==> src/rtl/stream_rr_arbiter.sv <==
// stream_rr_arbiter: packet-level round-robin arbiter sharing one valid/ready
// sink between NUM_IN requesters. A grant is held from the first beat to the
// last beat of a packet. Every output beat is registered and tagged with the
// index of the requester that produced it.
module stream_rr_arbiter #(
   parameter int NUM_IN = 4,
   parameter int DATA_W = 16,
   localparam int SRC_W = (NUM_IN > 1) ? $clog2(NUM_IN) : 1
) (
   input  logic                     clk,
   input  logic                     rst,
   input  logic [NUM_IN-1:0]        inValid,
   input  logic [NUM_IN-1:0]        inLast,
   input  logic [NUM_IN*DATA_W-1:0] dIn,
   output logic [NUM_IN-1:0]        inReady,
   output logic                     outValid,
   input  logic                     outReady,
   output logic [DATA_W-1:0]        dOut,
   output logic                     outLast,
   output logic [SRC_W-1:0]         outSrc,
   output logic                     busy
);

   typedef enum logic [0:0] {
      ST_IDLE  = 1'b0,
      ST_GRANT = 1'b1
   } state_t;

   state_t              r_state;
   state_t              w_state_nxt;
   logic [SRC_W-1:0]    r_grant;
   logic [SRC_W-1:0]    w_grant_nxt;
   logic [SRC_W-1:0]    r_rr_ptr;
   logic [SRC_W-1:0]    w_rr_ptr_nxt;
   logic                r_out_valid;
   logic                w_out_valid_nxt;
   logic [DATA_W-1:0]   r_out_data;
   logic [DATA_W-1:0]   w_out_data_nxt;
   logic                r_out_last;
   logic                w_out_last_nxt;
   logic [SRC_W-1:0]    r_out_src;
   logic [SRC_W-1:0]    w_out_src_nxt;

   logic                w_sel_valid;
   logic                w_sel_last;
   logic [DATA_W-1:0]   w_sel_data;
   logic                w_req_any;
   logic [SRC_W-1:0]    w_req_pick;
   logic                w_out_room;
   logic                w_out_fire;
   logic                w_in_fire;

   // Select valid/last/data of the currently granted requester.
   always_comb begin
      w_sel_valid = 1'b0;
      w_sel_last  = 1'b0;
      w_sel_data  = {DATA_W{1'b0}};
      for (int i = 0; i < NUM_IN; i++) begin
         w_sel_valid = (r_grant == SRC_W'(i)) ? inValid[i] : w_sel_valid;
         w_sel_last  = (r_grant == SRC_W'(i)) ? inLast[i]  : w_sel_last;
         w_sel_data  = (r_grant == SRC_W'(i)) ? dIn[i*DATA_W +: DATA_W] : w_sel_data;
      end
   end

   // Round-robin search: first requesting index at or after the pointer, wrapping.
   always_comb begin
      int               v_idx;
      logic [SRC_W-1:0] v_sel;
      w_req_any  = 1'b0;
      w_req_pick = {SRC_W{1'b0}};
      v_idx      = 0;
      v_sel      = {SRC_W{1'b0}};
      for (int k = 0; k < NUM_IN; k++) begin
         v_idx      = int'(r_rr_ptr) + k;
         v_idx      = (v_idx >= NUM_IN) ? (v_idx - NUM_IN) : v_idx;
         v_sel      = SRC_W'(v_idx);
         w_req_pick = (inValid[v_sel] && !w_req_any) ? v_sel : w_req_pick;
         w_req_any  = w_req_any | inValid[v_sel];
      end
   end

   // Handshake qualifiers; ready only goes to the granted lane and is forced low in reset.
   always_comb begin
      w_out_room = !r_out_valid || outReady;
      w_out_fire = r_out_valid && outReady;
      w_in_fire  = (r_state == ST_GRANT) && w_sel_valid && w_out_room;
      inReady    = {NUM_IN{1'b0}};
      for (int i = 0; i < NUM_IN; i++) begin
         inReady[i] = (r_state == ST_GRANT) && !rst && (r_grant == SRC_W'(i)) && w_out_room;
      end
   end

   // Next-state logic for the arbitration FSM and the output register.
   always_comb begin
      w_state_nxt     = r_state;
      w_grant_nxt     = r_grant;
      w_rr_ptr_nxt    = r_rr_ptr;
      w_out_valid_nxt = r_out_valid;
      w_out_data_nxt  = r_out_data;
      w_out_last_nxt  = r_out_last;
      w_out_src_nxt   = r_out_src;

      case (r_state)
         ST_IDLE: begin
            if (w_req_any) begin
               w_state_nxt = ST_GRANT;
               w_grant_nxt = w_req_pick;
            end else begin
               w_state_nxt = ST_IDLE;
            end
         end
         ST_GRANT: begin
            if (w_in_fire && w_sel_last) begin
               // Just-served requester becomes lowest priority.
               w_state_nxt  = ST_IDLE;
               w_rr_ptr_nxt = (r_grant == SRC_W'(NUM_IN - 1)) ? {SRC_W{1'b0}}
                                                              : (r_grant + SRC_W'(1));
            end else begin
               w_state_nxt = ST_GRANT;
            end
         end
         default: begin
            w_state_nxt = ST_IDLE;
         end
      endcase

      if (w_in_fire) begin
         // Reload covers the simultaneous accept case, keeping full throughput.
         w_out_valid_nxt = 1'b1;
         w_out_data_nxt  = w_sel_data;
         w_out_last_nxt  = w_sel_last;
         w_out_src_nxt   = r_grant;
      end else if (w_out_fire) begin
         w_out_valid_nxt = 1'b0;
      end else begin
         w_out_valid_nxt = r_out_valid;
      end
   end

   // State and output registers with synchronous reset; reset drops any beat in flight.
   always_ff @(posedge clk) begin
      if (rst) begin
         r_state     <= ST_IDLE;
         r_grant     <= {SRC_W{1'b0}};
         r_rr_ptr    <= {SRC_W{1'b0}};
         r_out_valid <= 1'b0;
         r_out_data  <= {DATA_W{1'b0}};
         r_out_last  <= 1'b0;
         r_out_src   <= {SRC_W{1'b0}};
      end else begin
         r_state     <= w_state_nxt;
         r_grant     <= w_grant_nxt;
         r_rr_ptr    <= w_rr_ptr_nxt;
         r_out_valid <= w_out_valid_nxt;
         r_out_data  <= w_out_data_nxt;
         r_out_last  <= w_out_last_nxt;
         r_out_src   <= w_out_src_nxt;
      end
   end

   assign outValid = r_out_valid;
   assign dOut     = r_out_data;
   assign outLast  = r_out_last;
   assign outSrc   = r_out_src;
   assign busy     = (r_state == ST_GRANT);

endmodule
==> config.mk <==
export PLATFORM = sky130hd
export DESIGN_NAME = stream_rr_arbiter
export DESIGN_NICKNAME = d
export VERILOG_FILES = /design/src/rtl/stream_rr_arbiter.sv
export SDC_FILE = /design/constraint.sdc
export NUM_CORES = 1
export LEC_CHECK = 0
export CAP_MARGIN = 5
export CORE_ASPECT_RATIO = 0.7
export CORE_UTILIZATION = 43
export CTS_BUF_LIST = sky130_fd_sc_hd__clkbuf_8
export DETAILED_ROUTE_END_ITERATION = 8
export PLACE_DENSITY_LB_ADDON = 0.25
export SYNTH_ARGS = -nofsm -noshare
export SYNTH_HDL_FRONTEND = slang
export SYNTH_SLANG_ARGS = --single-unit
==> constraint.sdc <==
create_clock -name clk -period 4.4 [get_ports clk]
set_input_delay 0.66 -clock clk [delete_from_list [all_inputs] [get_ports clk]]
set_output_delay 0.66 -clock clk [all_outputs]
set_load 0.02 [all_outputs]
==> results of run 1 <==
==> layer usage <==
layer	global-route usage, %	vias to the layer above	part of all wire (%)
met5	0	-	0
met2	38.2	96	43
met1	36.0	927	47
met4	2.81	0	0.16
li1	-	983	-
met3	6.50	2	9.3
==> logic make-up (layout without fill, tap and decap cells) <==
group	after synthesis	count (layout)	share of synthesized area (%)
flops	25	25	27.2
mux	1	1	0.544
fa+ha+maj	4	4	2.72
buf+inv	42	127	11.5
simple gates	50	50	15.4
compound gates	90	90	42.6
==> cell usage in the layout, fill, tap and decap left out, types with 2 or more instances in the layout <==
cell type,netlist,layout
clkbuf_8,0,3
dfxtp_1,25,25
a221oi_1,15,15
clkdlybuf4s50_1,0,99
a311oi_1,7,7
nand2_1,20,20
nor2b_1,5,5
a21oi_1,9,9
inv_1,20,21
a31oi_1,17,17
nand2b_1,6,6
a311oi_2,9,9
a21o_1,2,2
nand4_1,2,2
a211o_1,16,16
buf_4,1,4
ha_1,4,4
o31ai_1,2,2
nor2_1,5,5
and2_1,4,4
==> cell type report <==
type                    instances  area, µm²
fillers                       315       1180
multi-input cells             145       1130
repair buffers                103       1020
flip-flops and latches         25        500
inverters                      20       75.1
well taps                      52       65.1
clock buffers                   3       41.3
clock inverters                 1       3.75
==> through the flow <==
step / utilization, % / total power (W)
CTS: 70.6 / 0.000892
finish: 70.6 / 0.000892
global route: 70.6 / 0.000938
floorplan: - / 0.000588
global placement: 69.5 / 0.000751
detailed placement: 69.5 / 0.000758
==> worst register-to-register path: stages, from the launching register on <==
cell and delay [ps]:
dfxtp_1 440, ha_1 790, a211oi_1 250, a21boi_4 240
nor3_4 740, a311oi_2 220
==> registers in the layout, indices dropped and copies added, names as in the netlist <==
name,cells
r_grant,2
r_rr_ptr,2
busy,1
outLast,1
outValid,1
dOut,16
outSrc,2
==> path summary, 6_finish.rpt <==
| kind | from | to | slack [ps] | depth (start not counted) |
|---|---|---|---|---|
| min reg2reg | outSrc[0] | outSrc[0] | 490 | 2 |
| min | outSrc[0] | outSrc[0] | 490 | 2 |
| max | outReady | inReady[1] | 1180 | 5 |
| max reg2reg | r_grant[0] | dOut[13] | 1560 | 5 |
==> power groups by stage <==
stage | Clock, W | Sequential, W | Combinational (W)
2_1_floorplan | 0 | 0.000327 | 0.000261
6_report | 0.000137 | 0.000287 | 0.000468
5_1_grt | 0.000144 | 0.000291 | 0.000503
3_5_place_dp | 0 | 0.000292 | 0.000466
3_3_place_gp | 0 | 0.000290 | 0.000461
4_1_cts | 0.000137 | 0.000287 | 0.000468
==> summary.md, run 1 <==
| Metric | Value |
|---|---|
| CTS tree | `done` |
| CP Max Fanout | `6` |
| Worst slew margin | `a little over a third` |
| PortBufs | `about 100` |
| Number of DRC markers in iteration 0 | `~150` |
| Hold Vio Cnt, Final | `0` |
| Vias in the first global route | `1,815` |
| WL final | `roughly 5.7 mm` |
| Design area | `2840 µm²` |
| Yosys cell types | `between 40 and 50` |
| Placed cell areas | `between 2000 and 3000 µm²` |
| Cts hold-fix bufs | `0` |
| Dominant synthesized flop cell | `dfxtp_1` |
| Seq cells post-synth | `25` |
| I/O pins | `100` |
| Ratio of cells with drive above 1 in the final layout | `under 10%` |
| DR DRC count | `0` |
| Final Setup Violations | `0` |
| Syn avg cell area | `8.68 µm²` |
| Post-Route Skew | `2.74 ps` |
| Avg WL per Cell | `~16 µm` |
| Number of gates resized after CTS | `0` |
| Cts bufs inserted | `3` |
| Routability cong. | `0.830` |
| Asr flop ratio synth | `0%` |
| Net Sw Frac | `a little under two fifths` |
| Fin crit share | `73.2%` |
| Class of the worst hold path | `reg2reg` |
| CTS Buffer Depth | `2` |
| Row count | `19` |
| Post-Syn Instances | `212` |
| TritonRoute pass-1 iters | `4` |
| EDFF count, synth | `0` |
| Nets@finish | `roughly 380` |
| Internal power | `between 0.0005 and 0.0006 W` |
| CTS clk-pin slew, worst paths | `about 90 ps` |
| Antenna violations before repair | `0` |
| FMAX | `between 0.3 and 0.4 GHz` |
| # diodes | `0` |
| Worst setup SP type | `input pin` |
| Seq pwr share | `between 30 and 40%` |
| Clock share of power | `between 15 and 20%` |
| Clock sink count | `25` |
| Sequential share of the synthesized area | `a little over a quarter` |
| Initial core utilization | `approximately 46%` |
| Die Area | `~4500 µm²` |
| Worst path cell trace | `clkdlybuf4s50_1, nor2b_1, nor2_1, and2_1, clkdlybuf4s50_1` |
| H-tree Lvls | `1` |
| CP endpoint kind | `output pin` |
| Routed Antenna Nets | `0` |
| Worst hold slack | `488 ps` |
| Final Critical Period | `roughly 3200 ps` |
| Non-Filler Instances | `between 300 and 400` |
| CP bufs+invs | `2` |
| Syn Nets | `~290` |
| Max_cap viols | `0` |
| NetSw | `0.000335 W` |
| Total GRT Usage | `25.0%` |
| Top delay family on crit path | `simple AND/OR/NAND/NOR gates` |
| Peak supply drop | `~0.00025 V` |
| Root Driver | `clkbuf_8` |
| Worst Tran Pin Value | `between 900 and 1000 ps` |
| PD cells | `between 300 and 400 nW/µm²` |
| Critical Path AT | `2560 ps` |
| Die Width | `around 80 µm` |
| Cell mode on critical path | `clkdlybuf4s50_1` |
| Area leader, netlist | `dfxtp_1` |
| Crit path kind | `in2out` |
| Setup TNS | `0 ps` |
| Core Box Area | `around 4000 µm²` |
| LEAKAGE | `approximately 1.1 nW` |
| Die H | `56.7 µm` |
| Unrepaired setup endpoints after global routing | `no` |
| Layout area overhead | `54.3%` |
| Dpl hpwl | `slightly above 4 mm` |
| Max Slew Vio Count | `0` |
| Status | `completed` |
| GRT Residual Overflow | `0` |
| Slowest-stage cell, CP | `nor2b_1` |
| Placed cells | `345` |
| Vias per inst | `5.75` |
| Slack of the critical path | `~1200 ps` |
| Pin count of the biggest net entering global routing | `35` |
| DP Worst Slack | `between 1000 and 1500 ps` |
| Synth warnings | `0` |
| Critical Path RT | `about 3700 ps` |
| Combinational share of power | `between 50% and 60%` |
| Worst-Skew Late Latency | `approximately 270 ps` |
| Top cells by area, synth | `dfxtp_1, a211o_1, a311oi_2` |
| Post-CTS Setup Bufs | `0` |
| Most frequent cell after synthesis | `dfxtp_1` |
| Mapped cell area | `between 1500 and 2000 µm²` |
| Via count of the routed design | `2,008` |
| Top post-synthesis cells by count | `dfxtp_1, inv_1, nand2_1` |
| First-pass GRT wire length | `about 8.8 mm` |
| Worst path max stage delay | `between 500 and 600 ps` |
| Synth top area share | `27.2%` |
(Power assumes the default switching activity.)
==> run 2, diff against run 1 <==
--- a/config.mk
+++ b/config.mk
@@ -7,7 +7,7 @@
 export LEC_CHECK = 0
 export CAP_MARGIN = 5
 export CORE_ASPECT_RATIO = 0.7
-export CORE_UTILIZATION = 43
+export CORE_UTILIZATION = 40
 export CTS_BUF_LIST = sky130_fd_sc_hd__clkbuf_8
 export DETAILED_ROUTE_END_ITERATION = 8
 export PLACE_DENSITY_LB_ADDON = 0.25
==> constraint.sdc (replaced) <==
create_clock -name clk -period 3.3 [get_ports clk]
set_input_delay 0.495 -clock clk [delete_from_list [all_inputs] [get_ports clk]]
set_output_delay 0.495 -clock clk [all_outputs]
set_load 0.02 [all_outputs]
==> run 2 against run 1 <==
Compared with the run above:
- sequential power rose by 33%
- register-to-register slack got worse by 850 ps
- global-route usage fell by 0.89 points
- critical path depth fell by 1
- clock skew rose by 4.5 ps
- count of clock-buffer cells in the layout did not move
- hold slack improved by 4.9 ps
- critical endpoint is now inReady[2]
- largest cell class unchanged
- highest routed layer unchanged
==> summary.md, run 2 (synthesized netlist as in run 1, its figures left out) <==
| Metric | Value |
|---|---|
| First-pass GRT wire length | `9.44 mm (was 8.83 mm)` |
| Internal power | `0.000752 W (was 0.000557 W)` |
| Layout area overhead | `56.1% (was 54.3%)` |
| Most common cell after layout, fill and taps aside | `clkdlybuf4s50_1 (unchanged)` |
| Vias per inst | `5.76 (was 5.75)` |
| Critical Path AT | `2200 ps (was 2560 ps)` |
| Net Sw Frac | `37.3% (was 37.6%)` |
| CTS tree | `done (unchanged)` |
| Crit path kind | `reg2out (was in2out)` |
| Max_cap viols | `0 (unchanged)` |
| FILL cells | `383 (was 315)` |
| Number of DRC markers in iteration 0 | `125 (was 151)` |
| Worst-Skew Late Latency | `270 ps (about the same)` |
| Most frequent cells in the layout | `clkdlybuf4s50_1, dfxtp_1, inv_1 (unchanged)` |
| Nets@finish | `381 (was 377)` |
| Placed cells | `352 (was 345)` |
| Most Used Layer, Global Route | `met2 (unchanged)` |
| Antenna violations before repair | `0 (unchanged)` |
| LEAKAGE | `1.07 nW (was 1.05 nW)` |
| Class of the worst hold path | `reg2reg (unchanged)` |
| Number of gates resized after CTS | `0 (unchanged)` |
| Pin count of the biggest net entering global routing | `28 (was 35)` |
| CTS clk-pin slew, worst paths | `90 ps (about the same)` |
| Cts bufs inserted | `3 (unchanged)` |
| Die Area | `4880 µm² (was 4550 µm²)` |
| Root Driver | `clkbuf_8 (unchanged)` |
| Routed Antenna Nets | `0 (unchanged)` |
| Final Setup Violations | `0 (unchanged)` |
| Via count of the routed design | `2,052 (was 2,008)` |
| # diodes | `0 (unchanged)` |
| Total GRT Usage | `24.1% (was 25.0%)` |
| FMAX | `0.371 GHz` |
| Dpl hpwl | `4.31 mm (was 4.12 mm)` |
| CTS Buffer Depth | `2 (unchanged)` |
| Worst Tran Pin Value | `782 ps (was 953 ps)` |
| Non-Filler Instances | `356 (was 349)` |
| GR Layer Usage met1 | `31.3% (was 36.0%)` |
| NetSw | `0.000448 W (was 0.000335 W)` |
| GRT Residual Overflow | `0 (unchanged)` |
| Vias in the first global route | `1,920 (was 1,815)` |
| Routability cong. | `0.868 (was 0.830)` |
| Unrepaired setup endpoints after global routing | `no (unchanged)` |
| Max Slew Vio Count | `0 (unchanged)` |
| Fin crit share | `81.6%` |
| Final Critical Period | `approximately 2700 ps` |
| Design Power | `0.00120 W (was 0.000892 W)` |
| Ratio of cells with drive above 1 in the final layout | `9.63% (was 8.42%)` |
| Initial core utilization | `42.0% (was 45.8%)` |
| I/O pins | `100 (unchanged)` |
| Clock share of power | `15.1% (was 15.4%)` |
| Critical Path RT | `2800 ps (was 3740 ps)` |
| H-tree Lvls | `1 (unchanged)` |
| Seq pwr share | `31.8% (was 32.2%)` |
| Combinational share of power | `53.2% (was 52.5%)` |
| Max FFs per register | `16 (unchanged)` |
| Die H | `58.7 µm (was 56.7 µm)` |
| Global routing met3 resource utilization | `8.70% (was 6.50%)` |
| Worst slew margin | `47.9% (was 36.5%)` |
| Avg WL per Cell | `16.5 µm (was 16.4 µm)` |
| DR DRC count | `0 (unchanged)` |
| Clock sink count | `25 (unchanged)` |
| CP endpoint kind | `output pin (unchanged)` |
| Cts hold-fix bufs | `0 (unchanged)` |
| PD cells | `418 nW/µm² (was 314 nW/µm²)` |
| Row count | `20 (was 19)` |
| Met2 usage in global routing | `39.0% (was 38.2%)` |
| Die Width | `83.1 µm (was 80.2 µm)` |
| Core Box Area | `4380 µm² (was 4020 µm²)` |
| Hold Vio Cnt, Final | `0 (unchanged)` |
| PortBufs | `99 (unchanged)` |
| Setup TNS | `0 ps (unchanged)` |
| TritonRoute pass-1 iters | `4 (unchanged)` |
| Post-Route Skew | `7.27 ps (was 2.74 ps)` |
| Worst setup SP type | `flip-flop (was input pin)` |
| Post-CTS Setup Bufs | `0 (unchanged)` |
| WL final | `5.87 mm (was 5.71 mm)` |
| Peak supply drop | `0.000188 V (was 0.000252 V)` |
| CP Max Fanout | `18 (was 6)` |
| Status | `completed (unchanged)` |
==> run 2: final cells by class <==
cell class / instances / area (µm²) / area share (%)
Inverter: 20 / 75.1 / 2.61
Clock buffer: 3 / 41.3 / 1.44
Clock inverter: 1 / 3.75 / 0.131
Tap cell: 55 / 68.8 / 2.40
Multi-Input combinational cell: 145 / 1130 / 39.4
Sequential cell: 25 / 500 / 17.4
Timing Repair Buffer: 107 / 1050 / 36.6
==> run 2: power groups by stage <==
stage	clock network [W]	logic (W)	registers, W
detailed placement	0	0.000636	0.000388
global placement	0	0.000628	0.000386
CTS	0.000182	0.000639	0.000381
floorplan	0	0.000348	0.000436
global route	0.000198	0.000687	0.000386
finish	0.000181	0.000638	0.000381
==> run 2: through the flow <==
stage / cell area, µm² / hold WS [ps] / setup WS [ps] / util [%]
floorplan: 1840 / 477 / 1490 / -
global placement: 2830 / 477 / 679 / 64.5
detailed placement: 2830 / 467 / 679 / 64.5
CTS: 2870 / 490 / 609 / 65.6
global route: 2870 / 516 / 473 / 65.6
finish: 2870 / 493 / 606 / 65.6
==> run 2: final timing paths <==
path,start,to,slack (ps),depth (start not counted)
worst max-delay path,r_grant[0],inReady[2],610,4
worst max register to register,r_grant[1],dOut[14],710,8
worst min register to register,outSrc[1],outSrc[1],490,2
worst min-delay path,outSrc[1],outSrc[1],490,2
==> run 2: critical path, cell delays in order (launching register included) <==
cell	delay, ps
dfxtp_1	370
inv_1	100
ha_1	630
and2_1	220
clkdlybuf4s50_1	600
==> run 2: layer usage <==
layer / vias up / share of wire, %
met5: - / 0
met4: 0 / 0.58
met3: 4 / 12
met2: 126 / 44
met1: 930 / 44
li1: 992 / -
